--- src/rtl/lives_tracker_pkg.sv ---
// lives_tracker_pkg: shared state, winner codes and widths for the lives tracker
// Optional build macro LIVES_TRACKER_HEAL_EN is consumed by the other files.
package lives_tracker_pkg;
  localparam int LIFE_W = 4;
  localparam logic [LIFE_W-1:0] ONE_LIFE = 1;
  typedef enum logic [1:0] {IDLE, PLAY, OVER} state_t;
  localparam logic [1:0] WIN_NONE = 2'b00;
  localparam logic [1:0] WIN_P1 = 2'b01;
  localparam logic [1:0] WIN_P2 = 2'b10;
  localparam logic [1:0] WIN_DRAW = 2'b11;
  function automatic logic [1:0] winner_of(logic p1_out, logic p2_out);
    return (p1_out && p2_out) ? WIN_DRAW : p2_out ? WIN_P1 : p1_out ? WIN_P2 : WIN_NONE;
  endfunction
endpackage

--- src/rtl/lives_tracker_if.sv ---
// lives_tracker_if: game-side bus of the lives tracker
// master: drives VGA_VS, game_on, game_over, p1_hit, p2_hit (and p1_heal/p2_heal
// when LIVES_TRACKER_HEAL_EN is defined); reads lives, invuln flags, round_winner.
// slave: the tracker itself, opposite directions.
interface lives_tracker_if;
  import lives_tracker_pkg::*;
  logic VGA_VS;
  logic game_on;
  logic game_over;
  logic p1_hit;
  logic p2_hit;
`ifdef LIVES_TRACKER_HEAL_EN
  logic p1_heal;
  logic p2_heal;
`endif
  logic [LIFE_W-1:0] player1_lives;
  logic [LIFE_W-1:0] player2_lives;
  logic p1_invuln;
  logic p2_invuln;
  logic [1:0] round_winner;
  modport master (
`ifdef LIVES_TRACKER_HEAL_EN
    output p1_heal, p2_heal,
`endif
    output VGA_VS, game_on, game_over, p1_hit, p2_hit,
    input player1_lives, player2_lives, p1_invuln, p2_invuln, round_winner
  );
  modport slave (
`ifdef LIVES_TRACKER_HEAL_EN
    input p1_heal, p2_heal,
`endif
    input VGA_VS, game_on, game_over, p1_hit, p2_hit,
    output player1_lives, player2_lives, p1_invuln, p2_invuln, round_winner
  );
endinterface

--- src/rtl/lives_tracker_invuln_timer.sv ---
// invuln_timer: per-player frame down-counter for post-hit immunity
// Ports: Clk, Reset (async active-low), clear (to zero, wins), load (to FRAMES),
// tick (decrement while nonzero), active (registered counter != 0).
module invuln_timer #(
  parameter logic [7:0] FRAMES = 8'd60
) (
  input logic Clk,
  input logic Reset,
  input logic clear,
  input logic load,
  input logic tick,
  output logic active
);
  logic [7:0] cnt, cnt_next;
  always_comb cnt_next = clear ? 8'd0 : load ? FRAMES : (tick && cnt != 8'd0) ? cnt - 8'd1 : cnt;
  always_ff @(posedge Clk or negedge Reset)
    if (!Reset) begin
      cnt <= 8'd0;
      active <= 1'b0;
    end else begin
      cnt <= cnt_next;
      active <= cnt_next != 8'd0;
    end
endmodule

--- src/rtl/lives_tracker.sv ---
// lives_tracker: both players' lives, hit immunity and round winner latch
// Ports: Clk, Reset (async active-low), bus (lives_tracker_if.slave).
// Build macro LIVES_TRACKER_HEAL_EN adds heal pulses and the MAX_LIVES ceiling.
module lives_tracker
  import lives_tracker_pkg::*;
#(
  parameter logic [LIFE_W-1:0] INIT_LIVES = 4'd3,
  parameter logic [7:0] INVULN_FRAMES = 8'd60
`ifdef LIVES_TRACKER_HEAL_EN
  , parameter logic [LIFE_W-1:0] MAX_LIVES = 4'd9
`endif
) (
  input logic Clk,
  input logic Reset,
  lives_tracker_if.slave bus
);
  state_t state, state_next;
  logic vs_q, tick, play;
  logic [1:0] hit_in, hit, act, winner, winner_next;
  logic [1:0][LIFE_W-1:0] lives, lives_next;
`ifdef LIVES_TRACKER_HEAL_EN
  logic [1:0] heal_in, heal;
  assign heal_in = {bus.p2_heal, bus.p1_heal};
`endif
  assign tick = bus.VGA_VS & ~vs_q;
  assign play = state == PLAY;
  assign hit_in = {bus.p2_hit, bus.p1_hit};
  always_comb
    state_next = (state == IDLE) ? (bus.game_on ? PLAY : IDLE)
               : (state == PLAY) ? (bus.game_over ? OVER : bus.game_on ? PLAY : IDLE)
               : ((bus.game_over || bus.game_on) ? OVER : IDLE);
  // Lives are registered, so a zero seen here is one cycle after the decrement.
  always_comb
    winner_next = (play && winner == WIN_NONE) ? winner_of(lives[0] == '0, lives[1] == '0) : winner;
  genvar p;
  for (p = 0; p < 2; p++) begin : g_player
    // act mirrors the old counter, so a hit on the tick that expires immunity is still dropped.
    assign hit[p] = play & hit_in[p] & (lives[p] != '0) & ~act[p];
`ifdef LIVES_TRACKER_HEAL_EN
    assign heal[p] = play & heal_in[p] & (lives[p] != '0);
    assign lives_next[p] = (hit[p] == heal[p]) ? lives[p]
                         : hit[p] ? lives[p] - ONE_LIFE
                         : (lives[p] < MAX_LIVES) ? lives[p] + ONE_LIFE : lives[p];
`else
    assign lives_next[p] = hit[p] ? lives[p] - ONE_LIFE : lives[p];
`endif
    invuln_timer #(.FRAMES(INVULN_FRAMES)) u_timer (
      .Clk(Clk),
      .Reset(Reset),
      .clear(state_next == IDLE),
      .load(hit[p]),
      .tick(tick & play),
      .active(act[p])
    );
  end
  always_ff @(posedge Clk or negedge Reset)
    if (!Reset) begin
      state <= IDLE;
      vs_q <= 1'b0;
      lives <= {2{INIT_LIVES}};
      winner <= WIN_NONE;
    end else begin
      vs_q <= bus.VGA_VS;
      state <= state_next;
      if (state_next == IDLE) begin
        lives <= {2{INIT_LIVES}};
        winner <= WIN_NONE;
      end else if (play) begin
        lives <= lives_next;
        winner <= winner_next;
      end
    end
  assign bus.player1_lives = lives[0];
  assign bus.player2_lives = lives[1];
  assign bus.p1_invuln = act[0] & (state != OVER);
  assign bus.p2_invuln = act[1] & (state != OVER);
  assign bus.round_winner = winner;
endmodule

--- src/flat_wrapper.sv ---
// flat-port wrapper written by rule: the top's interface ports become plain ports
module lives_tracker_flat import lives_tracker_pkg::*;
#(
  parameter logic [LIFE_W-1:0] INIT_LIVES = 4'd3,
  parameter logic [7:0] INVULN_FRAMES = 8'd60

)
  (Clk, Reset, bus_VGA_VS, bus_game_on, bus_game_over, bus_p1_hit, bus_p2_hit, bus_player1_lives, bus_player2_lives, bus_p1_invuln, bus_p2_invuln, bus_round_winner);
  lives_tracker_if bus_i ();
  input logic Clk;
  input logic Reset;
  input wire logic [$bits(bus_i.VGA_VS)-1:0] bus_VGA_VS;
  input wire logic [$bits(bus_i.game_on)-1:0] bus_game_on;
  input wire logic [$bits(bus_i.game_over)-1:0] bus_game_over;
  input wire logic [$bits(bus_i.p1_hit)-1:0] bus_p1_hit;
  input wire logic [$bits(bus_i.p2_hit)-1:0] bus_p2_hit;
  output wire logic [$bits(bus_i.player1_lives)-1:0] bus_player1_lives;
  output wire logic [$bits(bus_i.player2_lives)-1:0] bus_player2_lives;
  output wire logic [$bits(bus_i.p1_invuln)-1:0] bus_p1_invuln;
  output wire logic [$bits(bus_i.p2_invuln)-1:0] bus_p2_invuln;
  output wire logic [$bits(bus_i.round_winner)-1:0] bus_round_winner;
  assign bus_i.VGA_VS = bus_VGA_VS;
  assign bus_i.game_on = bus_game_on;
  assign bus_i.game_over = bus_game_over;
  assign bus_i.p1_hit = bus_p1_hit;
  assign bus_i.p2_hit = bus_p2_hit;
  assign bus_player1_lives = bus_i.player1_lives;
  assign bus_player2_lives = bus_i.player2_lives;
  assign bus_p1_invuln = bus_i.p1_invuln;
  assign bus_p2_invuln = bus_i.p2_invuln;
  assign bus_round_winner = bus_i.round_winner;
  lives_tracker #(.INIT_LIVES(INIT_LIVES), .INVULN_FRAMES(INVULN_FRAMES)) u_core (.Clk(Clk), .Reset(Reset), .bus(bus_i));
endmodule
--- config.mk ---
export PLATFORM = sky130hd
export DESIGN_NAME = lives_tracker_flat
export DESIGN_NICKNAME = d
export VERILOG_FILES = /design/src/rtl/lives_tracker_pkg.sv /design/src/rtl/lives_tracker_if.sv /design/src/rtl/lives_tracker_invuln_timer.sv /design/src/rtl/lives_tracker.sv /design/src/flat_wrapper.sv
export SDC_FILE = /design/constraint.sdc
export NUM_CORES = 1
export LEC_CHECK = 0
export CAP_MARGIN = 20
export CORE_MARGIN = 3
export CORE_UTILIZATION = 35
export CTS_CLUSTER_SIZE = 30
export DETAILED_ROUTE_END_ITERATION = 8
export DONT_BUFFER_PORTS = 1
export PLACE_DENSITY = 0.51
export RECOVER_POWER = 25
export REMOVE_ABC_BUFFERS = 1
export SYNTH_ARGS = -nofsm -noshare
export SYNTH_HDL_FRONTEND = slang
export SYNTH_SLANG_ARGS = --single-unit
export TNS_END_PERCENT = 10
--- constraint.sdc ---
create_clock -name Clk -period 6.86 [get_ports Clk]
set_clock_uncertainty 0.05 [all_clocks]
set_input_delay 0.686 -clock Clk [delete_from_list [all_inputs] [get_ports Clk]]
set_output_delay 0.686 -clock Clk [all_outputs]
set_load 0.05 [all_outputs]
==> results.md, run 1 <==
- Crit path largest cell delay: 0.71 ns
- Clock tree from TritonCTS: built
- Reported max-cap violation count: 0
- Vias in the first global route: 1246
- DRC: 0
- Final worst-path cycle share: 37.8%
- Worst setup SP type: flop
- Wire length of the first global-routing pass: 6.18 mm
- Library cell used as clock root buffer: sky130_fd_sc_hd__clkbuf_8
- DP HPWL: 2.61 mm
- Setup TNS after final layout: 0 ns
- Total wire length after detailed routing: 3.53 mm
- Total number of nets in the final design: 193
- Largest net degree at the start of global routing: 32
- Clock sinks: 31
- Per-instance average area after synthesis: 9.90 sq um
- Worst-path cell with the longest stage delay: sky130_fd_sc_hd__dfstp_2
- Post-CTS Setup Inserts: 0
- Standby leakage power: 0.000845 uW
- Placement row count: 25
- Top delay family on crit path: simple AND/OR/NAND/NOR gates
- Cell chain of the critical path: inv_1 > ha_1 > nor3b_1 > or4b_1 > nor4_1 > xnor2_1 > nor2_1
- Worst R2R End: u_core.bus.player2_lives[3]
- Pins Over Slew Limit: 0
- Number of synthesized flops with an enable pin: 0
- Initial cell density of the core: 36.6%
- Layout cell share with drive strength beyond 1: 10.0%
- Cell count of the worst reg-to-reg path: 7
- Transition time at the pin with the least slew margin: 0.668 ns
- Minimum setup slack in the final design: 4.27 ns
- Largest fanout on the critical path: 10
- Pwr per Cell Area: 305 nW/um^2
- Die area: 5860 sq um
- Cell area after synthesis: 1740 sq um
- Area grow syn2layout: 10.6%
- Worst rel slew slack: 54.9%
- Worst Path Arrival: 2.69 ns
- Total of warnings raised by yosys: 0
- Number of levels the H-tree was split into: 2
- Number of vias per cell: 5.12
- Bufs on Longest Clock Path: 2
- Top-level port count: 19
- Chip Height: 76.5 um
- Setup repair after global routing missed its margin: false
- Final design area excluding fillers: 1930 sq um
- Placed instance count: 238
- Count of input and output buffers: 0
- Worst Setup Path Type: reg2reg
- Outcome: completed
- Overflow left after global routing: 0
- Routed WL per cell: 14.3 um
- Placed standard-cell area: 1800 sq um
- Endpoint kind of the worst setup timing path: flop
- Post-place setup slack: 4.23 ns
- # diodes: 0
- Remaining antenna violation count after routing: 0
- CTS-repair resized insts: 0
- Class of the tightest hold or removal check: in2async
- Number of instances in the synthesized netlist: 176
- Clock insertion delay at the later pin of the skew report: 0.28 ns
- Post-cts hold buffer count: 0
- Final hold violation count: 0
- Number of setup violations in the final report: 0
- Core Region: 4750 sq um
- CP bufs+invs: 1
- Number of detailed-route iterations in the first pass: 4
- Beginning of the worst register-to-register path: u_core.bus.player2_lives[0]
- CTS Buf Count: 5
- Most instantiated flip-flop cell in the synthesis netlist: sky130_fd_sc_hd__dfrtp_1
- Post-synthesis cell type count: 44
- Overall routing resource usage: 13.1%
- Required time worst endpoint: 6.96 ns
- Highest achievable clock rate: 386 MHz
- Initial antenna violation count: 0
- Fraction of synthesis flops using an asynchronous set or reset pin: 100%
- Final standard cell count with taps included and fillers excluded: 247
- Total number of vias: 1265
- Share of the yosys chip area belonging to registers: 44.8%
- Min cycle time layout: 2.59 ns
- Die boundary width: 76.5 um
- Gp weighted congestion: 0.814
- Clock Pin Slew Worst Setup and Hold Paths: 0.07 ns
- R2r setup slk: 4.27 ns
- Register bit total from synthesis: 31
- Maximum vdd drop: 146 uV
- DRC violation total after the first TritonRoute iteration: 63
## flip-flops by register name (all words and copies together) (netlist names)
| register | flops |
|---|---|
| u_core.g_player.u_timer.active | 2 |
| u_core.vs_q | 1 |
| u_core.bus.player1_lives | 4 |
| u_core.bus.player2_lives | 4 |
| u_core.bus.round_winner | 2 |
| u_core.g_player.u_timer.cnt | 16 |
| u_core.state | 2 |
## worst max-delay path by stage
stage | startpoint | to | slack [ns] | depth (start not counted)
after floorplan | u_core.bus.player2_lives[0] | u_core.bus.player2_lives[3] | 4.43 | 7
after global placement | bus_VGA_VS | u_core.g_player[1].u_timer.active | 4.26 | 5
after detailed placement | bus_VGA_VS | u_core.g_player[1].u_timer.active | 4.23 | 5
after CTS | u_core.bus.player2_lives[0] | u_core.bus.player2_lives[3] | 4.23 | 7
after global routing | u_core.bus.player1_lives[0] | u_core.g_player[0].u_timer.active | 4.12 | 7
final | u_core.bus.player2_lives[0] | u_core.bus.player2_lives[3] | 4.27 | 7
## final cells by class
cell class                 instances  area [sq um]
timing repair buffer               1          11.3
clock inverter                     2          35.0
clock buffer                       6          82.6
fill                             500          2830
sequential                        31           781
inverter                          11          41.3
tap                               67          83.8
multi-input combinational        129           891
## cells in the final DEF, fill, tap and decap left out, types with 5 or more instances in the layout
cell type / Yosys / layout
sky130_fd_sc_hd__ha_1: 7 / 7
sky130_fd_sc_hd__nor3_1: 5 / 5
sky130_fd_sc_hd__mux2i_1: 7 / 7
sky130_fd_sc_hd__xnor2_1: 9 / 9
sky130_fd_sc_hd__inv_1: 11 / 11
sky130_fd_sc_hd__nor2_1: 27 / 27
sky130_fd_sc_hd__clkbuf_8: 0 / 6
sky130_fd_sc_hd__nand2_1: 12 / 12
sky130_fd_sc_hd__a21oi_1: 9 / 9
sky130_fd_sc_hd__dfrtp_1: 27 / 27
## power breakdown
group	switching [uW]	internal (uW)	leakage, uW
sequential	44.2	212	0.000407
clock	67.2	117	0.0000612
combinational	90.8	55.8	0.000377
## synthesized netlist by cell type, drive strengths merged, types with 2 or more instances
cell	n	share of area, %
or4	5	2.4
nand4bb	2	1.3
dfstp	4	6.0
mux2i	7	4.0
a41oi	2	1.0
nand4	3	1.1
dfrtp	27	39
nor3b	2	0.86
ha	7	5.0
inv	11	2.4
a21oi	9	2.6
nor3	5	1.4
o211ai	2	0.86
nor2b	3	1.1
a2111oi	2	1.4
nor4	3	1.1
nand2	12	2.6
buf	4	1.4
a31oi	4	2.3
nand2b	3	1.1
a211oi	2	0.86
nor2	27	5.8
nor4bb	2	1.1
and2	4	1.4
xnor2	9	4.5
## per-layer routing
metal | vias to the layer above | wire length [um] | GRT usage, %
met5 | - | 0 | 0
met4 | 0 | 21 | 4.35
met3 | 4 | 80 | 3.55
met2 | 9 | 1730 | 20.7
met1 | 623 | 1700 | 17.5
li1 | 629 | - | -
## cells by family after synthesis
family	share of synthesized area, %
and+or+nand+nor	25.0
DFF	44.8
AOI/OAI and AO/OA	11.4
buffers and inverters	4.02
xor gates and xnor gates	5.03
muxes	4.67
adders and majority gates	5.03
## per-stage QoR
step | power (uW) | utilization, % | hold WS [ns]
2_1_floorplan | 373 | - | 0.340
3_3_place_gp | 401 | 37.8 | 0.341
3_5_place_dp | 404 | 37.8 | 0.341
4_1_cts | 593 | 40.3 | 0.0338
5_1_grt | 623 | 40.5 | 0.0196
6_report | 587 | 40.5 | 0.0437
Power figures use the tool's default switching activity.
==> run 2: changes to the inputs <==
- ABC_AREA: not set -> 1
- PLACE_DENSITY: 0.51 -> 0.53
- clock period: 6.86 -> 2.1 ns (I/O delays scaled with it)
==> results.md, run 2 <==
- Outcome: completed
- Core Region: 5270 sq um (+11%)
- Post-synthesis cell type count: 24 (-45%)
- Clock insertion delay at the later pin of the skew report: 0.29 ns (about the same)
- Top cell type's share of synthesized area: 34.4% (-4.4 points)
- Total number of vias: 1670 (+32%)
- Fill cell instance count of the final layout: 574 (+15%)
- Worst setup SP type: flop
- Overall routing resource usage: 13.8% (+0.68 points)
- Initial antenna violation count: 0 (unchanged)
- Setup repair after global routing missed its margin: false
- Number of setup violations in the final report: 0 (unchanged)
- Register bit total from synthesis: 31 (unchanged)
- Number of vias per cell: 4.54 (-11%)
- Remaining antenna violation count after routing: 0 (unchanged)
- Hold path startpoint: bus_game_on
- Min cycle time layout: 1.84 ns (-0.758 ns)
- Overflow left after global routing: 0 (unchanged)
- Largest register by flop count: u_core.g_player.u_timer.cnt
- Pins Over Slew Limit: 0 (unchanged)
- Per-instance average area after synthesis: 7.07 sq um (-29%)
- CP bufs+invs: 2 (+1)
- Number of levels the H-tree was split into: 2 (unchanged)
- Worst Setup Path Type: reg2reg
- Total of warnings raised by yosys: 0 (unchanged)
- Cell with the most instances after synthesis: sky130_fd_sc_hd__nand2_1
- DRC: 0 (unchanged)
- Worst-path cell with the longest stage delay: sky130_fd_sc_hd__dfstp_2
- DP HPWL: 3.10 mm (+19%)
- Number of synthesized flops with an enable pin: 0 (unchanged)
- Library cell used as clock root buffer: sky130_fd_sc_hd__clkbuf_8
- Maximum vdd drop: 845 uV (+480%)
- Total number of nets in the final design: 311 (+61%)
- Flip-flop count of the largest register, all copies and words added: 16 (unchanged)
- Commonest non-fill, non-tap cell in the layout: sky130_fd_sc_hd__nand2_1
- Clock sinks: 31 (unchanged)
- Die area: 6550 sq um (+12%)
- Reported max-cap violation count: 0 (unchanged)
- DRC violation total after the first TritonRoute iteration: 55 (-13%)
- Clock Pin Slew Worst Setup and Hold Paths: 0.06 ns (about the same)
- Worst rel slew slack: 8.94% (-46 points)
- Most prevalent standard cell on the critical path: sky130_fd_sc_hd__nand3_1
- Endpoint kind of the worst setup timing path: flop
- Top-level port count: 19 (unchanged)
- Placement row count: 26 (+4.0%)
- Final worst-path cycle share: 87.4% (+50 points)
- Routed WL per cell: 11.1 um (-22%)
- Number of detailed-route iterations in the first pass: 4 (unchanged)
- CP Launch Point: u_core.bus.player2_lives[0]
- Post-synth top cells: sky130_fd_sc_hd__nand2_1 (88), sky130_fd_sc_hd__inv_1 (49), sky130_fd_sc_hd__nand3_1 (31)
- Largest net degree at the start of global routing: 32 (unchanged)
- Total wire length after detailed routing: 4.08 mm (+16%)
- Post-CTS Setup Inserts: 0 (unchanged)
- Beginning of the worst register-to-register path: u_core.bus.player2_lives[0]
- Setup TNS after final layout: 0 ns (unchanged)
- Vias in the first global route: 1587 (+27%)
- Total chip power: 2350 uW (+300%)
- Class of the tightest hold or removal check: in2reg
- Required time worst endpoint: 2.23 ns (-4.73 ns)
- Share of the yosys chip area belonging to registers: 39.7% (-5.1 points)
- Fraction of synthesis flops using an asynchronous set or reset pin: 100% (unchanged)
- Transition time at the pin with the least slew margin: 1.37 ns (+0.698 ns)
- CTS Buf Count: 5 (unchanged)
- Top delay family on crit path: simple AND/OR/NAND/NOR gates
- Highest achievable clock rate: 545 MHz (+41%)
- Highest-count cells in the layout ignoring fill and taps: sky130_fd_sc_hd__nand2_1 (88), sky130_fd_sc_hd__inv_1 (49), sky130_fd_sc_hd__nand3_1 (31)
- Layout cell share with drive strength beyond 1: 14.8% (+4.8 points)
- Standby leakage power: 0.00134 uW (+58%)
- Crit path largest cell delay: 0.53 ns (-0.18 ns)
- Die boundary width: 80.9 um (+5.7%)
- Gp weighted congestion: 0.841 (+3.2%)
- Clock tree from TritonCTS: built
- Wire length of the first global-routing pass: 7.01 mm (+14%)
- Worst Path Arrival: 1.96 ns (-0.73 ns)
- Largest fanout on the critical path: 9 (-1)
- Number of instances in the synthesized netlist: 278 (+58%)
- Area grow syn2layout: 15.7%
- Final hold violation count: 0 (unchanged)
- Pwr per Cell Area: 1030 nW/um^2 (+240%)
- Bufs on Longest Clock Path: 2 (unchanged)
- Count of input and output buffers: 0 (unchanged)
- Most instantiated flip-flop cell in the synthesis netlist: sky130_fd_sc_hd__dfrtp_1
- Initial cell density of the core: 37.3% (+0.67 points)
- Cell chain of the critical path: inv_1 > ha_1 > nand3_1 > nand2_4 > nand2_2 > inv_1 > nand3_1 > nand3_1 > nor2_1 > nand2_1
- Chip Height: 80.9 um (+5.7%)
- Leading cell types by total area after synthesis: sky130_fd_sc_hd__dfrtp_1 (34%), sky130_fd_sc_hd__nand2_1 (17%), sky130_fd_sc_hd__inv_1 (9.4%), sky130_fd_sc_hd__nand3_1 (7.9%), sky130_fd_sc_hd__dfstp_2 (5.3%)
- Cell taking the most area after synthesis: sky130_fd_sc_hd__dfrtp_1
- # diodes: 0 (unchanged)
- Cell area after synthesis: 1970 sq um (+13%)
run 2: changes by cell type in the layout (fill, tap and decap cells not counted), sizes merged, moves of 4 or more:
cell | previous run | this run
a31oi | 4 | 0
and2 | 4 | 0
buf | 1 | 10
inv | 11 | 52
mux2i | 7 | 0
nand2 | 12 | 96
nand3 | 1 | 33
o21ai | 1 | 10
or4 | 5 | 0
xnor2 | 9 | 0
run 2: routing by layer:
metal  part of all wire (%)  global-route usage, %
met1                     49                   17.8
met2                     46                   22.3
met3                    3.4                   3.22
met4                    1.5                   5.57
met5                      0                      0
run 2: power breakdown:
part           internal (uW)  switching (uW)  total (uW)
sequential               702            73.5         776
combinational            308             652         961
clock                    383             226         609
run 2: layout make-up:
type	instances	area (sq um)	area share (%)
clock inverter	2	35.0	1.54
sequential	31	781	34.3
inverter	52	198	8.70
clock buffer	6	82.6	3.63
tap	70	87.6	3.85
timing repair buffer	13	108	4.73
multi-input combinational	194	982	43.2
run 2: timing repair:
item | CTS | global route
gates resized for setup | 0 | 0
hold endpoints to repair | 32 | 0
hold buffers | 3 | 0
run 2: kinds of logic (layout without fill, tap and decap cells):
group,count (synthesis),count (layout),share of synthesized area (%)
AND/OR/NAND/NOR,166,166,39.2
buffers and inverters,53,73,10.3
flip-flops,31,31,39.7
AO/OA/AOI/OAI,18,18,4.97
adder cells (fa/ha/maj),7,7,4.46
XOR/XNOR,3,3,1.34
run 2: per-stage QoR:
step           hold slack [ns]  instances  worst slack [ns]  instance area [sq um]  util [%]
2_1_floorplan           -0.136        277             0.245                   1960         -
3_3_place_gp            -0.135        357             0.283                   2120      40.3
3_5_place_dp            -0.135        357             0.273                   2120      40.3
4_1_cts                 0.0503        368             0.264                   2280      43.3
5_1_grt                 0.0686        368            0.0925                   2270      43.1
6_report                0.0557        368             0.264                   2270      43.1
run 2: final timing paths:
check	to	slack (ns)	cells after the start
min in group asynchronous	u_core.bus.round_winner[1]	0.82	2
hold reg to reg	u_core.g_player[1].u_timer.cnt[0]	0.50	3
hold / removal	u_core.state[0]	0.06	2
max in group asynchronous	u_core.g_player[0].u_timer.cnt[6]	0.36	2
setup / recovery	u_core.g_player[1].u_timer.active	0.26	10
setup reg to reg	u_core.g_player[1].u_timer.active	0.26	10
==> run 3: changes to the inputs <==
- clock period: 2.1 -> 1.5 ns (I/O delays scaled with it)
==> results.md, run 3 (synthesis gave the netlist of run 2 again) <==
- Worst rel slew slack: 46.3% (+37 points)
- Final worst-path cycle share: 104% (+16 points)
- Commonest non-fill, non-tap cell in the layout: sky130_fd_sc_hd__buf_4
- Count of input and output buffers: 0 (unchanged)
- Highest-count cells in the layout ignoring fill and taps: sky130_fd_sc_hd__buf_4 (77), sky130_fd_sc_hd__nand2_1 (67), sky130_fd_sc_hd__inv_1 (40)
- Highest achievable clock rate: 644 MHz (+18%)
- Total number of nets in the final design: 385 (+24%)
- Worst Path Arrival: 1.67 ns (-0.29 ns)
- Standby leakage power: 0.00177 uW (+32%)
- Overflow left after global routing: 0 (unchanged)
- Clock Pin Slew Worst Setup and Hold Paths: 0.07 ns (about the same)
- Maximum vdd drop: 912 uV (+7.9%)
- Endpoint kind of the worst setup timing path: flop
- Pins Over Slew Limit: 0 (unchanged)
- Flip-flop count of the largest register, all copies and words added: 16 (unchanged)
- Largest register by flop count: u_core.g_player.u_timer.cnt
- Initial cell density of the core: 37.3% (unchanged)
- Final Hold Slack: 0.110 ns (+0.0546 ns)
- Required time worst endpoint: 1.62 ns (-0.61 ns)
- Minimum setup slack in the final design: -0.0538 ns (-0.318 ns)
- Area grow syn2layout: 57.7%
- Top-level port count: 19 (unchanged)
- # diodes: 0 (unchanged)
- Number of vias per cell: 4.59 (+1.2%)
- Post-place setup slack: -0.175 ns (-0.448 ns)
- Initial antenna violation count: 0 (unchanged)
- Die boundary width: 80.9 um (unchanged)
- Class of the tightest hold or removal check: in2reg
- DRC: 0 (unchanged)
- DRC violation total after the first TritonRoute iteration: 65 (+18%)
- Chip Height: 80.9 um (unchanged)
- CTS Buf Count: 5 (unchanged)
- Final standard cell count with taps included and fillers excluded: 442 (+20%)
- Number of levels the H-tree was split into: 2 (unchanged)
- Cell chain of the critical path: inv_2 > buf_4 > ha_4 > nand2_2 > xor2_1 > nand2_1 > nand3_1 > nand2_1 > nand2_1 > nor2_1 > nand2_1
- Placed instance count: 412 (+15%)
- Clock tree from TritonCTS: built
- Top delay family on crit path: simple AND/OR/NAND/NOR gates
- Reported max-cap violation count: 0 (unchanged)
- Transition time at the pin with the least slew margin: 0.806 ns (-0.560 ns)
- Die area: 6550 sq um (unchanged)
- Setup TNS after final layout: -0.222 ns (-0.222 ns)
- Largest net degree at the start of global routing: 32 (unchanged)
- Min cycle time layout: 1.55 ns (-0.282 ns)
- Setup repair after global routing missed its margin: true
- Worst setup SP type: flop
- Largest fanout on the critical path: 4 (-5)
- Pwr per Cell Area: 1250 nW/um^2 (+21%)
- Worst-path cell with the longest stage delay: sky130_fd_sc_hd__dfrtp_1
- Outcome: complete, but fails checks
- Worst Setup Path Type: reg2reg
- Crit path largest cell delay: 0.38 ns (-0.15 ns)
- Most prevalent standard cell on the critical path: sky130_fd_sc_hd__nand2_1
- Layout cell share with drive strength beyond 1: 48.7% (+34 points)
- Placement row count: 26 (unchanged)
- Core Region: 5270 sq um (unchanged)
- Total number of vias: 2030 (+22%)
- Final hold violation count: 0 (unchanged)
- Wire length of the first global-routing pass: 8.54 mm (+22%)
- Fill cell instance count of the final layout: 491 (-14%)
- Number of setup violations in the final report: 7 (+7)
- Vias in the first global route: 1975 (+24%)
- Total wire length after detailed routing: 5.24 mm (+28%)
- Gp weighted congestion: 0.802 (-4.7%)
- CP bufs+invs: 2 (unchanged)
- Remaining antenna violation count after routing: 0 (unchanged)
- Bufs on Longest Clock Path: 2 (unchanged)
- Post-route core utilization: 58.8% (+16 points)
- Library cell used as clock root buffer: sky130_fd_sc_hd__clkbuf_8
- Number of detailed-route iterations in the first pass: 6 (+2)
- Routed WL per cell: 11.9 um (+6.9%)
- DP HPWL: 3.58 mm (+15%)
- Violated checks: negative setup slack
- Clock sinks: 31 (unchanged)
- Overall routing resource usage: 16.8% (+3.0 points)
- Clock insertion delay at the later pin of the skew report: 0.28 ns (about the same)
==> run 3: changes by cell type in the layout (fill, tap and decap cells not counted), sizes merged <==
cell,before,now
clkinvlp,0,1
dlymetal6s4s,1,0
clkbuf,6,8
dlygate4sd3,2,3
inv,52,51
bufinv,1,0
buf,10,83
==> run 3: cell type report <==
cell class,count,area (sq um),share of cell area [%]
Multi-Input combinational cell,194,1260,40.6
Sequential cell,31,782,25.2
Timing Repair Buffer,87,681,22.0
Inverter,52,201,6.50
Tap cell,70,87.6,2.82
Clock buffer,7,86.3,2.78
Clock inverter,1,5.00,0.161
==> run 3: worst min-delay path, stage by stage <==
cell	delay, ns
sky130_fd_sc_hd__nand2_1	0.06
sky130_fd_sc_hd__nor2_2	0.05
sky130_fd_sc_hd__nand3_1	0.07
sky130_fd_sc_hd__a21oi_1	0.07
==> run 3: final timing paths <==
| kind | startpoint | to | slack, ns | cells past startpoint |
|---|---|---|---|---|
| setup / recovery | u_core.g_player[0].u_timer.cnt[1] | u_core.g_player[0].u_timer.active | -0.05 | 11 |
| setup reg to reg | u_core.g_player[0].u_timer.cnt[1] | u_core.g_player[0].u_timer.active | -0.05 | 11 |
| hold / removal | bus_p1_hit | u_core.bus.player1_lives[2] | 0.11 | 4 |
| min in group asynchronous | Reset | u_core.bus.player2_lives[3] | 0.44 | 2 |
| max in group asynchronous | Reset | u_core.g_player[1].u_timer.cnt[2] | 0.40 | 2 |
| hold reg to reg | u_core.bus.round_winner[0] | u_core.bus.round_winner[0] | 0.50 | 2 |
==> run 3: power breakdown <==
group | internal (uW) | switching (uW)
Sequential | 985 | 79.7
Combinational | 899 | 1220
Clock | 370 | 317
Total | 2250 | 1620
==> run 3: timing repair <==
item                                    CTS  global route
gates resized for setup                  37            49
buffers inserted                          8            11
hold endpoints to repair                 33             0
hold buffers                              4             0
pin swaps                                14            29
endpoints found under the setup margin   15            23
==> run 3: through the flow <==
step | cell area [sq um] | power (uW)
6_report | 3100 | 3870
3_5_place_dp | 2540 | 2770
3_3_place_gp | 2540 | 2770
4_1_cts | 2880 | 3600
2_1_floorplan | 1960 | 2150
5_1_grt | 3100 | 4150
==> run 3: metal layers <==
layer / wire, um / vias up / global-route usage [%]
li1: - / 1049 / -
met1: 2260 / 952 / 20.3
met2: 2770 / 22 / 30.5
met3: 152 / 7 / 4.21
met4: 58 / 0 / 3.04
met5: 0 / - / 0
